<file path="src/rtl/fp_normalizer.sv">
// Post-add normalization stage of the FP adder: renormalizes the raw mantissa sum
// one bit per cycle, packs {sign, exp, frac} with truncation and holds it under valid/ready.
module fp_normalizer #(
    parameter int unsigned FRAC_W = 23,
    parameter int unsigned EXP_W  = 8
) (
    input  logic                      clk,
    input  logic                      rst,
    input  logic                      in_valid,
    output logic                      in_ready,
    input  logic                      in_sign,
    input  logic [EXP_W-1:0]          in_exp,
    input  logic [FRAC_W+1:0]         in_mant,
    output logic                      out_valid,
    input  logic                      out_ready,
    output logic [EXP_W+FRAC_W:0]     out_result,
    output logic                      out_zero,
    output logic                      out_ovf,
    output logic                      out_unf
);

    localparam int unsigned MANT_W = FRAC_W + 2;
    localparam int unsigned XW     = EXP_W + 1;
    localparam int unsigned RES_W  = 1 + EXP_W + FRAC_W;

    localparam logic [XW-1:0] EXP_MAX = XW'({EXP_W{1'b1}});
    localparam logic [XW-1:0] EXP_ONE = XW'(1);

    typedef enum logic [2:0] {
        IDLE,
        CHECK,
        SHIFT_R,
        SHIFT_L,
        PACK,
        DONE
    } state_t;

    state_t              state;
    logic                sign_q;
    logic [XW-1:0]       exp_q;
    logic [MANT_W-1:0]   mant_q;

    // Signed zero or signed infinity: fraction is always cleared.
    function automatic logic [RES_W-1:0] special(input logic s, input logic inf);
        special = {s, (inf ? {EXP_W{1'b1}} : {EXP_W{1'b0}}), {FRAC_W{1'b0}}};
    endfunction

    assign in_ready  = (state == IDLE);
    assign out_valid = (state == DONE);

    always_ff @(posedge clk) begin
        if (rst) begin
            state      <= IDLE;
            sign_q     <= 1'b0;
            exp_q      <= '0;
            mant_q     <= '0;
            out_result <= '0;
            out_zero   <= 1'b0;
            out_ovf    <= 1'b0;
            out_unf    <= 1'b0;
        end else begin
            case (state)
                IDLE: begin
                    if (in_valid) begin
                        sign_q <= in_sign;
                        exp_q  <= {1'b0, in_exp};
                        mant_q <= in_mant;
                        state  <= CHECK;
                    end
                end

                CHECK: begin
                    if (mant_q == '0) begin
                        out_result <= special(sign_q, 1'b0);
                        out_zero   <= 1'b1;
                        out_ovf    <= 1'b0;
                        out_unf    <= 1'b0;
                        state      <= DONE;
                    end else if (exp_q == EXP_MAX) begin
                        out_result <= special(sign_q, 1'b1);
                        out_zero   <= 1'b0;
                        out_ovf    <= 1'b1;
                        out_unf    <= 1'b0;
                        state      <= DONE;
                    end else if (exp_q == '0) begin
                        out_result <= special(sign_q, 1'b0);
                        out_zero   <= 1'b0;
                        out_ovf    <= 1'b0;
                        out_unf    <= 1'b1;
                        state      <= DONE;
                    end else if (mant_q[FRAC_W+1]) begin
                        state <= SHIFT_R;
                    end else if (mant_q[FRAC_W]) begin
                        state <= PACK;
                    end else begin
                        state <= SHIFT_L;
                    end
                end

                // Carry-out: single right shift; the widened exponent cannot wrap.
                SHIFT_R: begin
                    mant_q <= mant_q >> 1;
                    exp_q  <= exp_q + XW'(1);
                    if ((exp_q + XW'(1)) == EXP_MAX) begin
                        out_result <= special(sign_q, 1'b1);
                        out_zero   <= 1'b0;
                        out_ovf    <= 1'b1;
                        out_unf    <= 1'b0;
                        state      <= DONE;
                    end else begin
                        state <= PACK;
                    end
                end

                SHIFT_L: begin
                    if (mant_q[FRAC_W]) begin
                        state <= PACK;
                    end else if (exp_q == EXP_ONE) begin
                        out_result <= special(sign_q, 1'b0);
                        out_zero   <= 1'b0;
                        out_ovf    <= 1'b0;
                        out_unf    <= 1'b1;
                        state      <= DONE;
                    end else begin
                        mant_q <= mant_q << 1;
                        exp_q  <= exp_q - XW'(1);
                    end
                end

                PACK: begin
                    out_result <= {sign_q, exp_q[EXP_W-1:0], mant_q[FRAC_W-1:0]};
                    out_zero   <= 1'b0;
                    out_ovf    <= 1'b0;
                    out_unf    <= 1'b0;
                    state      <= DONE;
                end

                DONE: begin
                    if (out_ready) begin
                        state <= IDLE;
                    end
                end

                default: state <= IDLE;
            endcase
        end
    end

endmodule

</file>
<file path="config.mk">
export PLATFORM = sky130hd
export DESIGN_NAME = fp_normalizer
export DESIGN_NICKNAME = d
export VERILOG_FILES = /design/src/rtl/fp_normalizer.sv
export SDC_FILE = /design/constraint.sdc
export NUM_CORES = 1
export LEC_CHECK = 0
export ABC_AREA = 0
export CORE_MARGIN = 2
export CORE_UTILIZATION = 60
export CTS_CLUSTER_DIAMETER = 120
export DETAILED_ROUTE_END_ITERATION = 16
export DONT_BUFFER_PORTS = 1
export HOLD_SLACK_MARGIN = 0.08
export PLACE_DENSITY = 0.75
export SLEW_MARGIN = 20
export SYNTH_ARGS = -nofsm -noshare
export SYNTH_HDL_FRONTEND = slang
export SYNTH_SLANG_ARGS = --single-unit
</file>
<file path="constraint.sdc">
create_clock -name clk -period 5.8 [get_ports clk]
set_clock_uncertainty 0.2 [all_clocks]
set_input_delay 0.58 -clock clk [delete_from_list [all_inputs] [get_ports clk]]
set_output_delay 0.58 -clock clk [all_outputs]
set_load 0.05 [all_outputs]
</file>
== Yosys cells after proc, flatten, opt, wreduce, memory -nomap -nowiden ==
Index checks and enable logic that the tools add are counted.

* Flip-flop bits (word level): 73
* Input bits: 38
* Output and inout bits: 37
* Word-level logic and storage cells: 80

* Add/sub/neg operators: 2
* Eq/ne operators: 16
* Mux-type cells: 43
* Reductions and logical operators: 10

{| class="wikitable"
|+ Operators with widths
! cell !! count
|-
| two-way mux 32 bit || 6
|-
| case mux 32 bit (4 select lines) || 1
|-
| two-way mux 25 bit || 3
|-
| case mux 25 bit (3 select lines) || 1
|-
| two-way mux 3 bit || 9
|-
| two-way mux 9 bit || 3
|-
| case mux 9 bit (3 select lines) || 1
|-
| logical NOT 25 bit || 1
|-
| equality test 9 x 8 -> 1 bit, second input constant || 2
|-
| case mux 3 bit (6 select lines) || 1
|-
| two-way mux 1 bit || 15
|-
| case mux 1 bit (4 select lines) || 3
|-
| != test 2 bit, second input constant || 5
|-
| adder 9 x 1 -> 9 bit, second input constant || 1
|-
| equality test 9 x 1 -> 1 bit, second input constant || 1
|-
| logical NOT 9 bit || 1
|-
| subtractor 9 x 1 -> 9 bit, second input constant || 1
|-
| equality test 3 x 2 -> 1 bit, second input constant || 2
|-
| equality test 3 bit, second input constant || 2
|-
| AND reduction 5 bit || 1
|-
| != test 4 bit, second input constant || 1
|-
| AND reduction 2 bit || 2
|-
| AND reduction 4 bit || 1
|-
| nonzero test 4 bit || 1
|-
| other kinds (6) || 6
|}

== Longest topological paths before layout ==
* Word-level depth: 6
* Gate-level depth with buffers: 11
* Mapped depth without buffers: 10

== Worst setup path before layout ==
OpenSTA, ideal clock, no wires.

* Path type: reg2out
* From: register state[0]
* To: output port in_ready
* Data arrival time: 1.950 ns
* Data required time: 5.020 ns
* Path slack: 3.070 ns
* Stages on the path, launching flop included: 4
* Buffers on the path: 2
* Cell sequence: dfxtp_1 > clkbuf_1 > clkbuf_1 > nor3_1

* Longest elaborated chain between the ends: 1

{| class="wikitable"
|+ RTL lines
! item !! line !! RTL
|-
| from (decl) || 38 || <nowiki>state_t state;</nowiki>
|-
| from (signal assigned) || 53 || <nowiki>state <= IDLE;</nowiki>
|-
| from (signal assigned) || 68 || <nowiki>state <= CHECK;</nowiki>
|-
| from (signal assigned) || 78 || <nowiki>state <= DONE;</nowiki>
|-
| logical NOT 3 bit || 48 || <nowiki>assign in_ready = (state == IDLE);</nowiki>
|-
| to (decl) || 10 || <nowiki>output logic in_ready,</nowiki>
|}

Every way passes these cells.

== Final worst setup path ==
* From: register state[1]
* To: register out_result[21]

* Longest elaborated chain between the ends: 3
* Elaborated cells between the ends (all ways): 11
* Classes of those cells: eq/ne (8); mux (1); reduce/logical (2)

{| class="wikitable"
|+ RTL lines
! item !! line !! RTL
|-
| equality test 3 x 1 -> 1 bit, or another cell as far along || 62 || <nowiki>case (state)</nowiki>
|-
| != test 4 bit (no source line), or another cell as far along || n/a ||
|-
| AND reduction 5 bit (no source line) || n/a ||
|-
| to (signal assigned) || 74 || <nowiki>out_result <= special(sign_q, 1'b0);</nowiki>
|-
| to (signal assigned) || 80 || <nowiki>out_result <= special(sign_q, 1'b1);</nowiki>
|-
| to (signal assigned) || 86 || <nowiki>out_result <= special(sign_q, 1'b0);</nowiki>
|-
| to (decl) || 16 || <nowiki>output logic [EXP_W+FRAC_W:0] out_result,</nowiki>
|}

Parallel ways exist; a longest one is shown, timed or not.
A chain may end at the register's enable or synchronous reset.

==> impl_metrics.csv <==
group,metric,value,unit
worst_setup_path,critPathCaptureType,"flip-flop",
worst_setup_path,crit_fanout,23,
grt,antenna_found_initial,0,
floorplanning,die_y,83.2,µm
run,drv_cap,0,
yosys,synth_cells,442,
grt,grt_pass1_vias,3102,
floorplanning,rows,28,
drt,initialDrtViolationCount,421,
yosys,synth_warnings,0,
sta,finalHoldViolCount,0,
cts,clock_latency,0.34,ns
sta,rsz0062_at_grt,"no",
cts,cts_resized,0,
power_and_ir_drop,fin_total_pwr,2.18,mW
yosys,async_reset_ff_frac,0,
sta,period_needed,3.37,ns
drt,drt_wl_total,9490,µm
sta,fin_crit_sh,0.581,
yosys,ys_seq_area_frac,0.388,
cts,post_cts_buffers,0,
floorplanning,design.die.area,6920,µm²
cts,numCtsBuffers,9,
worst_setup_path,cp-start-kind,"flip-flop",
sta,relSlewSlack,0.375,
layout,fin_area,3900,µm²
yosys,syn_area,3760,µm²
drt,vias,3432,
layout,syn_to_final_growth,3.72,%
sta,finalWorstSetupSlack,2.43,ns
grt,overflow,0,
worst_setup_path,crit_start,"state[1]",
yosys,synthFlopType,"dfxtp_1",
layout,antenna_cells,0,
power_and_ir_drop,ir_drop,0.332,mV
sta,finalSetupTns,0,ns
cts,clkTransAtPathRegs,0.08,ns
drt,drc_errors,0,
worst_setup_path,critical_path_required,5.89,ns
sta,tightestPinTransition,0.934,ns
placed_design,dp_slack,2.51,ns
layout,fin_util,0.651,
floorplanning,ioPinCount,75,
sta,hold_slack,0.0963,ns
yosys,syn_nets,486,
drt,wl_per_cell,19.1,µm
layout,final_cell_mix,"73 x dfxtp_1, 55 x a21oi_1, 45 x nand2_1",
cts,cts_tree,"built",
yosys,synth-seq-cells,73,
placed_design,place_congestion,0.843,
cts,htreeDepth,3,
sta,fmax,297,MHz
drt,vias_per_cell,6.92,
worst_setup_path,reg2reg_slack,2.43,ns
yosys,synth_cell_types,59,
placed_design,dp_hpwl,6040,µm
layout,final_cell_count_no_fill,496,
worst_hold_path,hp-start,"rst",
worst_setup_path,crit_arrival,3.46,ns
floorplanning,start_util,0.628,
layout,final_common_cell,"dfxtp_1",
worst_setup_path,reg2reg_from,"state[1]",
cts,clkSinkCount,73,
yosys,synth_edf_count,0,
yosys,syn_area_per_cell,8.51,µm²
worst_hold_path,holdPathStages,1,
drt,drtAntennaViolNets,0,
layout,drive_gt1_frac,0.0879,
worst_setup_path,r2r-end,"out_result[21]",
grt,grt_usage,0.274,
worst_hold_path,min_path_type,"input pin to flip-flop",
cts,cts_buffer_depth,2,
cts,hold_buffers,0,
layout,fin_nets,461,
placed_design,portBuffers,0,
grt,grt_first_pass_wirelength,15800,µm
floorplanning,core,5990,µm²
worst_setup_path,critPathKind,"flip-flop to flip-flop",
worst_hold_path,hold_end,"mant_q[9]",
power_and_ir_drop,power.density,559,nW/µm²
grt,grt_max_degree,56,
sta,setup_viol,0,
floorplanning,die_x,83.2,µm
cts,clockRootBuffer,"clkbuf_8",
drt,dr.pass1.iters,5,
placed_design,dpl-instance-area,3710,µm²
worst_setup_path,worst_r2r_path_depth,6,
placed_design,dp_cells,481,
sta,drv_slew,0,
outcome,status,"finished clean",
power_and_ir_drop,power_leakage,1.29,nW
## flip-flops by register name, indices dropped and copies added, names as in the netlist
register / count
exp_q: 9
mant_q: 25
out_ovf: 1
out_result: 32
out_unf: 1
out_zero: 1
sign_q: 1
state: 3
## logic make-up (layout without fill, tap and decap cells)
| logic type | Yosys count | in the layout | synth area share |
|---|---|---|---|
| compound gates | 182 | 182 | 0.345 |
| flops | 73 | 73 | 0.388 |
| fa+ha+maj | 6 | 6 | 0.0200 |
| xor+xnor | 4 | 4 | 0.00931 |
| buf+inv | 47 | 26 | 0.0582 |
| mux | 1 | 1 | 0.00266 |
| simple gates | 129 | 129 | 0.177 |
## metal layers
metal / wire (µm) / vias up / GRT usage
met2: 4190 / 166 / 0.399
li1: - / 1635 / -
met1: 4330 / 1615 / 0.402
met4: 116 / 0 / 0.0805
met3: 862 / 16 / 0.0666
met5: 0 / - / 0
## worst max path at each step
stage                     end  cells after the start
3_3_place_gp   out_result[22]                      6
5_1_grt        out_result[10]                      6
4_1_cts        out_result[21]                      6
3_5_place_dp   out_result[21]                      6
2_1_floorplan        in_ready                      3
6_report       out_result[21]                      6
## where the power goes
part           total (mW)  leakage [nW]  switching, mW  internal, mW
Sequential          0.887         0.596          0.274         0.614
Clock               0.379        0.0911          0.189         0.190
Combinational       0.916         0.599          0.570         0.346
## synth_stat cells, drive strengths merged, types with 2 or more instances
cell / n / share of area
nor3b: 4 / 0.0093
nand3: 7 / 0.0093
ha: 6 / 0.020
dfxtp: 73 / 0.39
or4: 2 / 0.0050
a311oi: 3 / 0.0070
a22o: 23 / 0.054
a221o: 21 / 0.056
o21a: 3 / 0.0060
nor2b: 5 / 0.0083
o21ai: 15 / 0.020
nand2b: 7 / 0.012
inv: 5 / 0.0050
a221oi: 2 / 0.0047
nand4b: 2 / 0.0047
o221ai: 3 / 0.0070
nand2: 45 / 0.045
xor2: 3 / 0.0070
nor4: 8 / 0.019
a21oi: 56 / 0.077
buf: 15 / 0.026
o211ai: 28 / 0.056
nand4: 4 / 0.0067
clkbuf: 27 / 0.027
nor3: 11 / 0.016
nor2: 26 / 0.026
a211oi: 12 / 0.025
a31oi: 6 / 0.010
## critical path: stages, from the launching register on
cell	delay, ns
dfxtp_1	0.65
nor2b_2	0.74
buf_4	0.40
nand2_1	0.09
o221a_2	0.40
a21oi_4	0.57
a22o_1	0.24
## final cells by class
type	count	area, µm²
sequential	73	1460
timing repair buffer	6	45.0
inverter	5	18.8
multi-input combinational	322	2090
tap	75	93.8
clock inverter	3	23.8
clock buffer	12	165
fill	530	2090
(Power assumes the default switching activity.)
